### src/rtl/mem_sequencer.sv
// Memory access sequencer for a simple 8-bit CPU front end.
// Fetches an opcode and up to two operand bytes through the program-counter
// address path, then optionally performs one data access at the operand address.

package mem_sequencer_pkg;
  // Address source selector for the external memory mux.
  typedef enum logic {
    PC_ADDR = 1'b0,
    OP_ADDR = 1'b1
  } mm_t;
endpackage

module mem_sequencer
  import mem_sequencer_pkg::*;
(
  input  logic       clk,
  input  logic       rst_n,
  input  logic       start,
  input  logic [1:0] mode,
  input  logic       wr,
  input  logic [7:0] rdata,
  output mm_t        mm,
  output logic       pc_inc,
  output logic [15:0] op_addr,
  output logic       mem_we,
  output logic [7:0] opcode,
  output logic [7:0] operand,
  output logic       busy,
  output logic       done
);

  typedef enum logic [2:0] {
    IDLE     = 3'd0,
    FETCH_OP = 3'd1,
    FETCH_LO = 3'd2,
    FETCH_HI = 3'd3,
    DATA     = 3'd4,
    DONE     = 3'd5
  } state_t;

  localparam logic [1:0] MODE_IMPLIED   = 2'd0;
  localparam logic [1:0] MODE_IMMEDIATE = 2'd1;
  localparam logic [1:0] MODE_ZEROPAGE  = 2'd2;

  state_t     state_reg, state_next;
  logic [1:0] mode_reg;
  logic       wr_reg;
  logic [7:0] opcode_reg;
  logic [7:0] operand_reg;
  logic [7:0] lo_reg;
  logic [7:0] hi_reg;

  // State register; reset aborts any sequence in flight.
  always_ff @(posedge clk or negedge rst_n) begin
    if (!rst_n) begin
      state_reg <= IDLE;
    end else begin
      state_reg <= state_next;
    end
  end

  // Next-state and per-state control outputs, all decoded from the current state.
  always_comb begin
    state_next = state_reg;
    mm         = PC_ADDR;
    pc_inc     = 1'b0;
    mem_we     = 1'b0;
    done       = 1'b0;
    case (state_reg)
      IDLE: begin
        if (start) state_next = FETCH_OP;
      end
      FETCH_OP: begin
        pc_inc     = 1'b1;
        state_next = (mode_reg == MODE_IMPLIED) ? DONE : FETCH_LO;
      end
      FETCH_LO: begin
        pc_inc = 1'b1;
        case (mode_reg)
          MODE_IMMEDIATE: state_next = DONE;
          MODE_ZEROPAGE:  state_next = DATA;
          default:        state_next = FETCH_HI;
        endcase
      end
      FETCH_HI: begin
        pc_inc     = 1'b1;
        state_next = DATA;
      end
      DATA: begin
        mm         = OP_ADDR;
        mem_we     = wr_reg;
        state_next = DONE;
      end
      DONE: begin
        done       = 1'b1;
        state_next = IDLE;
      end
      default: state_next = IDLE;
    endcase
  end

  // Datapath captures: request attributes at accept time, fetched bytes as they arrive.
  always_ff @(posedge clk or negedge rst_n) begin
    if (!rst_n) begin
      mode_reg    <= 2'd0;
      wr_reg      <= 1'b0;
      opcode_reg  <= 8'h00;
      operand_reg <= 8'h00;
      lo_reg      <= 8'h00;
      hi_reg      <= 8'h00;
    end else begin
      case (state_reg)
        IDLE: begin
          if (start) begin
            mode_reg <= mode;
            wr_reg   <= wr;
          end
        end
        FETCH_OP: begin
          opcode_reg <= rdata;
          // Zero-page addresses use the same {hi,lo} path, so hi must be zero.
          if (mode_reg == MODE_ZEROPAGE) hi_reg <= 8'h00;
        end
        FETCH_LO: begin
          if (mode_reg == MODE_IMMEDIATE) operand_reg <= rdata;
          else                            lo_reg      <= rdata;
        end
        FETCH_HI: begin
          hi_reg <= rdata;
        end
        DATA: begin
          if (!wr_reg) operand_reg <= rdata;
        end
        default: ;
      endcase
    end
  end

  // Operand address comes only from registers, never straight from rdata.
  assign op_addr = {hi_reg, lo_reg};
  assign opcode  = opcode_reg;
  assign operand = operand_reg;
  assign busy    = (state_reg != IDLE);

endmodule

### config.mk
export PLATFORM = sky130hd
export DESIGN_NAME = mem_sequencer
export DESIGN_NICKNAME = d
export VERILOG_FILES = /design/src/rtl/mem_sequencer.sv
export SDC_FILE = /design/constraint.sdc
export NUM_CORES = 1
export LEC_CHECK = 0
export CORE_MARGIN = 2
export CORE_UTILIZATION = 45
export CTS_BUF_LIST = sky130_fd_sc_hd__clkbuf_4 sky130_fd_sc_hd__clkbuf_8
export DETAILED_ROUTE_END_ITERATION = 6
export HOLD_SLACK_MARGIN = 0.05
export PLACE_DENSITY = 0.78
export SETUP_SLACK_MARGIN = 0.02
export SYNTH_ARGS = -nofsm -noshare
export SYNTH_HDL_FRONTEND = slang
export SYNTH_SLANG_ARGS = --single-unit
export TNS_END_PERCENT = 10
### constraint.sdc
create_clock -name clk -period 3.66 [get_ports clk]
set_clock_uncertainty 0.2 [all_clocks]
set_input_delay 0.366 -clock clk [delete_from_list [all_inputs] [get_ports clk]]
set_output_delay 0.366 -clock clk [all_outputs]
set_load 0.005 [all_outputs]
Word-level counts from Yosys, hierarchy flattened
Index checks and enable logic that the tools add are counted.
Word-level totals
  memory bits (read-only): 0
  register bits: 38
  bits in writable memories: 0
  memories: 0
  output and inout bits: 37
  bits in latches: 0
  input port bits: 14
  logic and storage cells: 42
Cells by class
  shift operators: 0
  reductions and logical operators: 10
  magnitude comparators: 0
  div/mod/pow operators: 0
  bitwise operators: 1
  muxes and demuxes: 13
  equal/unequal tests: 11
  $mul: 0
  add/subtract/negate cells: 0
Operators with widths (count)
  8-bit one-hot mux with 2 select lines: 2
  8-bit 2-to-1 mux: 3
  3-bit one-hot mux with 5 select lines: 1
  2-bit inequality test (second input constant): 4
  3-bit by 2-bit == test with 1-bit output (second input constant): 2
  3-bit == test (second input constant): 2
  3-bit 2-to-1 mux: 2
  3-bit one-hot mux with 2 select lines: 1
  2-bit AND reduction: 3
  1-bit 2-to-1 mux: 4
  2-bit nonzero test: 2
  3-bit by 1-bit == test with 1-bit output (second input constant): 1
  3-bit zero test: 1
  3-bit AND reduction: 1
  3-bit nonzero test: 1
  3-bit OR reduction: 1
  2-bit by 1-bit == test with 1-bit output (second input constant): 1
  2-bit == test (second input constant): 1
  2-bit zero test: 1
  1-bit NOT: 1

Longest topological paths before layout
  word-level depth: 3
  mapped depth: 5
  gate-level depth less buffers: 5

Worst setup path before layout
Ideal clock, no wire load.
  path kind: register to register
  start: register mode_reg[1]
  end: register operand_reg[0] (netlist: operand[0])
  period minus slack after synthesis: 1749 ps
  setup slack: 1911 ps
  buffers on the path: 0
  data arrival time: 1424 ps
  required time: 3335 ps
  library setup time: 125 ps
  stages on the path, launching flop included: 6
  cell sequence: dfrtp_1 inv_1 ha_1 nor4bb_2 a31oi_4 mux2_2
On the way
  cells in the longest elaborated chain, start to end: 3
RTL lines
  from (decl): RTL line 46  | logic [1:0] mode_reg;
  from (signal assigned): RTL line 115  | mode_reg <= mode;
  2-bit by 1-bit == test with 1-bit output: RTL line 125  | if (mode_reg == MODE_IMMEDIATE) operand_reg <= rdata;
  2-bit inequality test (no source line)
  3-bit AND reduction (no source line)
  to (signal assigned): RTL line 125
  to (signal assigned): RTL line 132  | if (!wr_reg) operand_reg <= rdata;
  to (decl): RTL line 49  | logic [7:0] operand_reg;
Every way passes these cells.
A chain may end at the register's enable or synchronous reset.

Worst setup path in the final report
  start: register state_reg[0]
  end: output port mem_we
On the way
  cells in the longest elaborated chain, start to end: 2
RTL lines
  from (decl): RTL line 45  | state_t state_reg, state_next;
  from (signal assigned): RTL line 58  | state_reg <= state_next;
  3-bit == test: RTL line 69  | case (state_reg)
  1-bit 2-to-1 mux: RTL line 69
  to (decl): RTL line 25  | output logic mem_we,
Every way passes these cells.

==> impl_metrics.yaml <==
status:
  status: "completed"
finish:
  nets: 185
  synthToLayoutAreaGrowth_pct: 37.2
  multi_input_area_um2: 617
  antenna_cells: 0
  layout-drive-gt1-share: 0.232
  fillers: 263
  register_area_um2: 951
  finalNonFillerCells: 214
timing:
  grt_setup_unrepaired: "false"
  slew_violations: 0
  worst_pin_slew_ps: 817
  finalHoldViolCount: 0
  slew_headroom: 0.455
  setup_viol: 0
  max_freq_ghz: 0.420
  post-route-period-util: 0.650
  setup_slack_ps: 1280
  fin_crit_ps: 2380
  finalSetupTns_ps: 0
clocking:
  cts_resized: 0
  htreeDepth: 2
  clockBufferDepth: 2
  clk_pin_slew_worst_paths_ps: 110
  cts_made_buffers: 5
  clk_latency_ps: 330
  cts_sinks: 38
  cts_tree: "done"
  cts_root_buf: "clkbuf_4"
route:
  ant_nets: 0
  wl_met3_um: 139
  vias: 1079
  drt_iter0_markers: 38
  routed.top_layer: "met4"
  avgViaCountPerCell: 5.04
  drt-pass1-iter-count: 4
  drc: 0
  route.met2.wl_mm: 1.67
  wirelength_met1_mm: 1.47
  postRouteWirelength_mm: 3.31
  routedWlPerCell_um: 15.5
placed_design:
  dpl.hpwl_mm: 2.43
  dpl_worst_slack_ps: 1500
  dp.cells: 205
  portBuffers: 50
  gp_congestion: 0.804
setup_path:
  cp.depth: 3
  path_cells: "nor2_1 > and3_1 > clkdlybuf4s50_1"
  crit_family: "flip-flops"
  slowest_stage: "dfrtp_1"
  arrival_ps: 1810
  cp.required_ps: 3090
  start_kind: "register"
  worstSetupEndpointType: "output port"
  crit_start: "state_reg[0]"
  cp-endpoint: "mem_we"
  critical-path-max-stage-delay_ps: 550
  rr_endpoint: "lo_reg[4]"
  rr_worst_depth: 3
  rrSetupSlack_ps: 1540
  worst-setup-path-type: "register to output port"
  r2r-start: "state_reg[1]"
  cp_max_fo: 13
  cp_num_buf_inv: 1
power:
  clock_power_share: 0.122
  power_frac_comb: 0.464
  internal_power_w: 0.00129
  switchingPower_w: 0.000577
  ir_worst_vdd_mv: 0.447
  power.share.switching: 0.308
  p_seq_frac: 0.414
  p_leak_nw: 0.934
  powerDensity_nw_per_um2: 848
die:
  coreArea_um2: 3390
  die_h_um: 63.8
  initial_core_util: 0.474
  die_area_um2: 4070
  std_cell_rows: 21
  die_x_um: 63.8
  boundaryPins: 51
synthesis:
  synth-edff-count: 0
  syn-mean-instance-area_um2: 14.1
  netlist_instances: 114
  synth_nets: 132
  ys_ff_latch: 38
  async_reset_ff_frac: 1.00
  yosysWarningCount: 0
  synth_cell_type_count: 24
  seq_area_frac_synth: 0.591
  synthFlopType: "dfrtp_1"
  syn_area_um2: 1610
min_path:
  hold_path_class: "register to register"
global_route:
  grt_remaining_overflow: 0
  antenna_found_initial: 0
  grt_pass1_wl_mm: 5.53
  grt_use_total: 0.179
  grt_max_degree: 39
  grt_pass1_vias: 1101
flow_run:
  maxCapViolations: 0
==> stage by stage <==
step | area (µm²) | util | hold slack, ps | power, W
finish | 2210 | 0.651 | 318 | 0.00187
global route | 2210 | 0.651 | 333 | 0.00201
CTS | 2210 | 0.651 | 320 | 0.00190
detailed placement | 2130 | 0.629 | 289 | 0.00167
global placement | 2130 | 0.629 | 283 | 0.00163
floorplan | 1610 | - | -130 | 0.00118
==> Yosys cell counts (2+ instances only) <==
master / count / area, µm²
o21ai_0: 5 / 25.0
a22o_1: 8 / 70.1
mux2_2: 25 / 282
dfrtp_1: 38 / 951
clkbuf_1: 2 / 7.51
and2_1: 3 / 18.8
buf_2: 2 / 10.0
ha_1: 4 / 50.1
nor2_1: 5 / 18.8
a21oi_1: 2 / 10.0
and3_1: 2 / 12.5
nor3b_1: 2 / 15.0
nand2_1: 3 / 11.3
inv_1: 3 / 11.3
==> layout by cell type, fill, tap and decap left out <==
master / netlist / layout
a21oi_1: 2 / 2
a22o_1: 8 / 8
a31oi_1: 1 / 1
a31oi_4: 1 / 1
and2_1: 3 / 3
and3_1: 2 / 2
buf_2: 2 / 1
clkbuf_4: 0 / 6
clkbuf_8: 0 / 1
clkdlybuf4s50_1: 0 / 49
clkinv_2: 0 / 1
dfrtp_1: 38 / 38
dlygate4sd3_1: 0 / 1
ha_1: 4 / 4
inv_1: 3 / 3
mux2_2: 25 / 25
nand2_1: 3 / 3
nor2_1: 5 / 5
nor2b_1: 1 / 1
nor3b_1: 2 / 2
nor4_4: 1 / 1
nor4b_2: 1 / 1
nor4bb_2: 1 / 1
o21ai_0: 5 / 5
o21ai_1: 1 / 1
or2_2: 1 / 1
or3_1: 1 / 1
==> worst min path at each step <==
stage,startpoint,end,cells after the start
4_1_cts,hi_reg[0],hi_reg[0],1
2_1_floorplan,rst_n,hi_reg[0],0
3_5_place_dp,hi_reg[5],hi_reg[5],1
3_3_place_gp,hi_reg[7],hi_reg[7],1
5_1_grt,hi_reg[5],hi_reg[5],1
6_report,opcode[4],opcode[4],1
==> metal layers <==
metal / global-route usage / up-vias
met5: 0 / -
met4: 0.0408 / 0
met3: 0.0458 / 4
met2: 0.313 / 34
met1: 0.224 / 527
li1: - / 514
==> kinds of logic (layout without fill, tap and decap cells) <==
group / after synthesis / in the layout / share of synthesized area
AND/OR/NAND/NOR: 21 / 21 / 0.0918
AO/OA/AOI/OAI: 18 / 18 / 0.0856
flip-flops: 38 / 38 / 0.591
adder cells (fa/ha/maj): 4 / 4 / 0.0311
multiplexers: 25 / 25 / 0.175
buffers and inverters: 8 / 62 / 0.0249
==> power by group through the flow <==
stage	clock network, W	logic [W]	registers, W
finish	0.000228	0.000868	0.000775
global route	0.000257	0.000947	0.000803
CTS	0.000238	0.000885	0.000775
detailed placement	0	0.000881	0.000785
global placement	0	0.000867	0.000766
floorplan	0	0.000439	0.000743
==> what timing repair did <==
action	CTS	global route
hold endpoints to repair	38	0
buffers inserted	0	0
hold buffers	1	0
==> layout make-up <==
type                       count  area share
inverter                       3     0.00510
timing repair buffer          51       0.229
multi-input combinational     68       0.280
sequential                    38       0.431
tap                           46      0.0261
clock buffer                   7      0.0267
clock inverter                 1     0.00227
Note: power is estimated with default switching activity, not from simulation.
